**config.mk**
```make
export PLATFORM = sky130hd
export DESIGN_NAME = camac_cycle_sequencer
export DESIGN_NICKNAME = d
export VERILOG_FILES = /design/src/rtl/sm2201_camac_pkg.sv /design/src/rtl/camac_cycle_timer.sv /design/src/rtl/camac_cycle_sequencer.sv
export SDC_FILE = /design/constraint.sdc
export NUM_CORES = 1
export LEC_CHECK = 0
export BUFFER_PORTS_ARGS = -buffer_cell sky130_fd_sc_hd__buf_2
export CAP_MARGIN = 5
export CORE_ASPECT_RATIO = 2
export CORE_MARGIN = 2
export CORE_UTILIZATION = 55
export DETAILED_ROUTE_END_ITERATION = 8
export PLACE_DENSITY_LB_ADDON = 0.08
export SKIP_CTS_REPAIR_TIMING = 1
export SLEW_MARGIN = 20
export SYNTH_ARGS = -nofsm -noshare
export SYNTH_HDL_FRONTEND = slang
export SYNTH_HIERARCHICAL = 1
export SYNTH_SLANG_ARGS = --single-unit
```
**constraint.sdc**
```tcl
create_clock -name isa_clk -period 8.2 [get_ports isa_clk]
set_clock_uncertainty 0.1 [all_clocks]
set_input_delay 0.41 -clock isa_clk [delete_from_list [all_inputs] [get_ports isa_clk]]
set_output_delay 0.41 -clock isa_clk [all_outputs]
set_load 0.01 [all_outputs]
```
**src/rtl/sm2201_camac_pkg.sv**
```systemverilog
// Shared CAMAC definitions: field widths, default cycle timing and the
// sequencer state encoding.
package sm2201_camac_pkg;

    localparam int unsigned CRATE_W   = 3;
    localparam int unsigned STATION_W = 5;
    localparam int unsigned SUBADDR_W = 4;
    localparam int unsigned FUNC_W    = 5;
    localparam int unsigned DATA_W    = 16;
    localparam int unsigned ADDR_W    = CRATE_W + STATION_W + SUBADDR_W;
    localparam int unsigned TMR_W     = 16;

    localparam int unsigned DEF_T_SETUP = 2;
    localparam int unsigned DEF_T_S1    = 4;
    localparam int unsigned DEF_T_GAP   = 2;
    localparam int unsigned DEF_T_S2    = 4;
    localparam int unsigned DEF_TIMEOUT = 64;

    typedef enum logic [2:0] {
        ST_IDLE   = 3'd0,
        ST_SETUP  = 3'd1,
        ST_WAIT_X = 3'd2,
        ST_S1     = 3'd3,
        ST_GAP    = 3'd4,
        ST_S2     = 3'd5,
        ST_DONE   = 3'd6
    } camac_state_t;

    // A state lasting N cycles loads N-1 so the terminal count marks its last cycle.
    function automatic logic [TMR_W-1:0] tmr_load(input int unsigned cycles);
        return TMR_W'(cycles - 1);
    endfunction

endpackage

```
**src/rtl/camac_cycle_timer.sv**
```systemverilog
// Per-state down-counter: loads on state entry, counts down to zero and
// flags the last cycle of the state with tc.
module camac_cycle_timer
    import sm2201_camac_pkg::*;
(
    input  logic             clk,
    input  logic             rst_n,
    input  logic             load,
    input  logic             dec,
    input  logic [TMR_W-1:0] load_value,
    output logic             tc
);

    logic [TMR_W-1:0] count;

    always_ff @(posedge clk or negedge rst_n) begin
        if (!rst_n) begin
            count <= '0;
        end else if (load) begin
            count <= load_value;
        end else if (dec && (count != '0)) begin
            count <= count - 1'b1;
        end
    end

    assign tc = (count == '0);

endmodule

```
**src/rtl/camac_cycle_sequencer.sv**
```systemverilog
// CAMAC dataway cycle sequencer: ISA-side request -> SETUP/X/S1/GAP/S2 -> response.
// Optional WAIT_X timeout enabled by defining CAMAC_SEQ_TIMEOUT_EN.
module camac_cycle_sequencer
    import sm2201_camac_pkg::*;
#(
    parameter int unsigned T_SETUP = DEF_T_SETUP,
    parameter int unsigned T_S1    = DEF_T_S1,
    parameter int unsigned T_GAP   = DEF_T_GAP,
    parameter int unsigned T_S2    = DEF_T_S2,
    parameter int unsigned TIMEOUT = DEF_TIMEOUT
) (
    input  logic                 isa_clk,
    input  logic                 isa_reset,

    input  logic                 req_valid,
    output logic                 req_ready,
    input  logic                 req_write,
    input  logic [CRATE_W-1:0]   req_crate,
    input  logic [STATION_W-1:0] req_station,
    input  logic [SUBADDR_W-1:0] req_subaddr,
    input  logic [FUNC_W-1:0]    req_func,
    input  logic [DATA_W-1:0]    req_wdata,

    output logic [ADDR_W-1:0]    cb_addr,
    output logic [FUNC_W-1:0]    cb_func,
    output logic [DATA_W-1:0]    cb_data_out,
    output logic                 cb_data_oe,
    input  logic [DATA_W-1:0]    cb_data_in,
    output logic                 cb_s1,
    output logic                 cb_s2,
    input  logic                 cb_prr,
    input  logic                 cb_zk4,

    output logic                 rsp_valid,
    output logic [DATA_W-1:0]    rsp_rdata,
    output logic                 rsp_x,
    output logic                 rsp_q,
    output logic                 rsp_timeout,
    output logic                 isa_chrdy
);

    camac_state_t     state, next_state;
    logic             tc;
    logic             tmr_load_en;
    logic [TMR_W-1:0] tmr_load_value;
    logic             accept;

    logic [ADDR_W-1:0] addr_q;
    logic [FUNC_W-1:0] func_q;
    logic [DATA_W-1:0] wdata_q;
    logic              write_q;

    assign accept = (state == ST_IDLE) && req_valid;

    always_ff @(posedge isa_clk or negedge isa_reset) begin
        if (!isa_reset) begin
            state <= ST_IDLE;
        end else begin
            state <= next_state;
        end
    end

    always_comb begin
        next_state = state;
        case (state)
            ST_IDLE:   if (req_valid) next_state = ST_SETUP;
            ST_SETUP:  if (tc) next_state = ST_WAIT_X;
            ST_WAIT_X: begin
                if (!cb_prr) begin
                    next_state = ST_S1;
                end
`ifdef CAMAC_SEQ_TIMEOUT_EN
                else if (tc) begin
                    next_state = ST_DONE;
                end
`endif
            end
            ST_S1:     if (tc) next_state = ST_GAP;
            ST_GAP:    if (tc) next_state = ST_S2;
            ST_S2:     if (tc) next_state = ST_DONE;
            ST_DONE:   next_state = ST_IDLE;
            default:   next_state = ST_IDLE;
        endcase
    end

    always_comb begin
        req_ready   = 1'b0;
        isa_chrdy   = 1'b0;
        rsp_valid   = 1'b0;
        cb_addr     = '0;
        cb_func     = '0;
        cb_data_out = '0;
        cb_data_oe  = 1'b0;
        cb_s1       = 1'b0;
        cb_s2       = 1'b0;
        case (state)
            ST_IDLE: begin
                req_ready = 1'b1;
                isa_chrdy = 1'b1;
            end
            ST_SETUP, ST_WAIT_X, ST_S1, ST_GAP, ST_S2: begin
                cb_addr     = addr_q;
                cb_func     = func_q;
                cb_data_oe  = write_q;
                cb_data_out = write_q ? wdata_q : '0;
                cb_s1       = (state == ST_S1);
                cb_s2       = (state == ST_S2);
            end
            ST_DONE: rsp_valid = 1'b1;
            default: ;
        endcase
    end

    // The timer restarts on every state change with the new state's duration.
    always_comb begin
        tmr_load_en = (next_state != state);
        case (next_state)
            ST_SETUP:  tmr_load_value = tmr_load(T_SETUP);
            ST_WAIT_X: tmr_load_value = tmr_load(TIMEOUT);
            ST_S1:     tmr_load_value = tmr_load(T_S1);
            ST_GAP:    tmr_load_value = tmr_load(T_GAP);
            ST_S2:     tmr_load_value = tmr_load(T_S2);
            default:   tmr_load_value = '0;
        endcase
    end

    camac_cycle_timer u_timer (
        .clk        (isa_clk),
        .rst_n      (isa_reset),
        .load       (tmr_load_en),
        .dec        (state != ST_IDLE),
        .load_value (tmr_load_value),
        .tc         (tc)
    );

`ifdef CAMAC_SEQ_TIMEOUT_EN
    logic timeout_q;
    assign rsp_timeout = timeout_q;
`else
    assign rsp_timeout = 1'b0;
`endif

    // Response fields clear on accept and then hold from capture until the next accept.
    always_ff @(posedge isa_clk or negedge isa_reset) begin
        if (!isa_reset) begin
            addr_q    <= '0;
            func_q    <= '0;
            wdata_q   <= '0;
            write_q   <= 1'b0;
            rsp_rdata <= '0;
            rsp_x     <= 1'b0;
            rsp_q     <= 1'b0;
`ifdef CAMAC_SEQ_TIMEOUT_EN
            timeout_q <= 1'b0;
`endif
        end else if (accept) begin
            addr_q    <= {req_crate, req_station, req_subaddr};
            func_q    <= req_func;
            wdata_q   <= req_wdata;
            write_q   <= req_write;
            rsp_rdata <= '0;
            rsp_x     <= 1'b0;
            rsp_q     <= 1'b0;
`ifdef CAMAC_SEQ_TIMEOUT_EN
            timeout_q <= 1'b0;
`endif
        end else if ((state == ST_S1) && tc) begin
            rsp_rdata <= write_q ? '0 : cb_data_in;
            rsp_x     <= 1'b1;
            rsp_q     <= ~cb_zk4;
        end
`ifdef CAMAC_SEQ_TIMEOUT_EN
        else if ((state == ST_WAIT_X) && cb_prr && tc) begin
            timeout_q <= 1'b1;
        end
`endif
    end

endmodule
```
==> run metrics <==
path type of the worst setup path=reg2reg; total of buffers placed on input and output ports=111; routability-driven placement congestion ratio=0.902; headroom to the max-slew limit=0.405; Avg Vias per Cell=5.66; fin. max-slew vios=0; maximum number of pins on one net before global-route repair=72; remaining number of nets flagged by the antenna check after routing=0; result of the run=finished clean; Top-Level Pins=113; distinct cell type count of the synthesized netlist=56; clock root buffer=clkbuf_16; most used cells in the layout excluding fill and tap cells=111 x buf_2, 71 x dfrtp_1, 33 x mux2_2; proportion of register bits with asynchronous set or reset after synthesis=1.00; count of vias placed by the detailed router=2931; commonest non-fill, non-tap cell in the layout=buf_2; Worst EP arrival=4.05 ns; number of cells in the design after placement=502; maximum frequency from static timing analysis=0.254 GHz; largest driver fanout on the critical path=21; area of the die=7160 sq um; highest ir drop seen on vdd=0.000214 V; startpoint of the worst register-to-register path=u_timer/count[7]; # diodes=0; number of flops mapped to enable cells by yosys=0; share of cells above drive strength 1=0.398; mean cell area of the mapped netlist=11.1 sq um; Clock Path Buffers=2; width of the die=60.8 um; P_leak=0.00217 uW; top post-synthesis cells by area=dfrtp_1 50%, mux2_2 10%, a22o_1 3.9%, and2_1 3.2%, and3_1 3.2%; total grt overflow=0; hold crit path type=in2async; length of the first detailed-routing pass in iterations=4; Fin Setup TNS=0 ns; top cell type by total area after synthesis=dfrtp_1; fillers=513; most used flip-flop cell after synthesis=dfrtp_1; total of endpoints with negative setup slack in the final report=0; Buffers & Inverters on Critical Path=1; cell area after layout=4450 sq um; per-cell routed wire length=16.6 um; post-detailed-placement cell area=4100 sq um; Max stage delay on crit path=0.64 ns; Die Span Y=118 um; clk slew on worst S/H paths=0.06 ns; count of max-cap constraint violations=0; area of the core region=6260 sq um; critical path endpoint category=flop; startpoint type of the worst setup path=flop; pwr/cell area=246 nW/um^2; Detailed Route WL=8610 um; synthesized area=3550 sq um; post-synthesis register bit count=71; number of buffers added by the clock tree synthesis step=9; sequential cell area fraction in the yosys report=0.500; area share of the largest cell type after synthesis=0.500; final hold vios=0; endpoint required time on the critical path=8.31 ns; kind of cell with the highest combined delay on the critical path=simple AND/OR/NAND/NOR gates; first-pass GRT wire length=13900 um; effective utilization at floorplan=0.568; synthesis-to-finish area growth=25.2%; YS warnings=6; cell-by-cell trace of the critical path=or4_1 -> nor4_1 -> and2_1 -> nor2b_1 -> a31oi_1 -> o22a_1 -> inv_1 -> o311a_1 -> a221o_1; worst setup timing slack at the placement stage=4.30 ns; post-detail-place hpwl=6190 um; GRT Overall Usage=0.260; crit share post-route=0.480; gate count after technology mapping=319; RSZ-0062 raised after global routing=false; DRC errors left=0; layout net count=483; clock tree from TritonCTS=done; worst setup path startpoint=u_timer/count[7]; Rows=41; final instance count without filler cells=518; drt first-iter violations=175; number of global-route vias before repair=2956; number of sinks handled by clock tree synthesis=71; Setup WS post-layout=4.26 ns; Period minus WS final=3.94 ns; H-Tree Level Count=3; number of antenna violations at the first check in global routing=0; clock latency reported for the late side of the worst-skew pair=0.33 ns; Worst-Margin Slew=0.892 ns; slowest CP cell=or4_1
path summary, 6_finish.rpt:
| path | cells past startpoint | end | slack (ns) |
|---|---|---|---|
| worst min register to register | 1 | wdata_q[3] | 0.39 |
| max in group asynchronous | 2 | rsp_rdata[15] | 7.23 |
| min in group isa_clk | 2 | rsp_rdata[11] | 0.19 |
| worst max-delay path | 9 | u_timer/count[13] | 4.26 |
| worst max register to register | 9 | u_timer/count[13] | 4.26 |
| worst min-delay path | 2 | u_timer/count[6] | 0.18 |
cell usage after synthesis, types with 3 or more instances:
| cell type | n |
|---|---|
| dfrtp_1 | 71 |
| a22o_1 | 16 |
| nor2_1 | 16 |
| a31oi_1 | 9 |
| nand3_1 | 4 |
| o31ai_1 | 5 |
| o21ai_0 | 6 |
| clkbuf_1 | 10 |
| o211ai_1 | 3 |
| buf_6 | 7 |
| nor4_1 | 3 |
| or4_1 | 8 |
| buf_2 | 7 |
| and3_1 | 18 |
| a21oi_1 | 7 |
| nor3_1 | 5 |
| and2_1 | 18 |
| inv_1 | 7 |
| or2_2 | 3 |
| nand2b_1 | 4 |
| mux2_2 | 33 |
| nand2_1 | 13 |
| o41ai_1 | 4 |
| or3_1 | 5 |
stage by stage:
stage	hold slack [ns]	power (uW)	util
after floorplan	0.0144	569	-
after global placement	0.367	639	0.656
after detailed placement	0.380	648	0.656
after CTS	0.180	1100	0.711
after global routing	0.190	1150	0.711
final	0.181	1090	0.711
area by class of cell:
class                           instances  area (sq um)  area share
Multi-Input combinational cell        225          1620       0.364
Sequential cell                        71          1780       0.399
Clock buffer                           11           243      0.0546
Inverter                                7          26.3     0.00591
Tap cell                               86           108      0.0242
Clock inverter                          5           104      0.0233
Timing Repair Buffer                  113           571       0.128
layer usage:
layer,vias up,global-route usage,wire (um)
met2,98,0.425,4740
met5,-,0,0
li1,1378,-,-
met3,24,0.0648,425
met1,1431,0.303,3160
met4,0,0.129,278
state kept, by name, summed over array words and instances (netlist names):
signal,cells
addr_q,12
func_q,5
rsp_q,1
rsp_rdata,16
rsp_x,1
state,3
u_timer/count,16
wdata_q,16
write_q,1
where the power goes:
part / leakage, uW / internal, uW / switching (uW)
registers: 0.000881 / 404 / 48.5
clock network: 0.000170 / 306 / 146
logic: 0.00112 / 94.9 / 95.8
cells by family (layout without fill, tap and decap cells):
family,count (synthesis),count (layout),share of synthesized area
buf+inv,33,136,0.0542
mux,35,35,0.111
simple gates,112,112,0.191
other cells,1,11,0.00106
compound gates,65,65,0.137
xor+xnor,1,1,0.00247
fa+ha+maj,1,1,0.00352
flops,71,71,0.500
(Power assumes the default switching activity.)
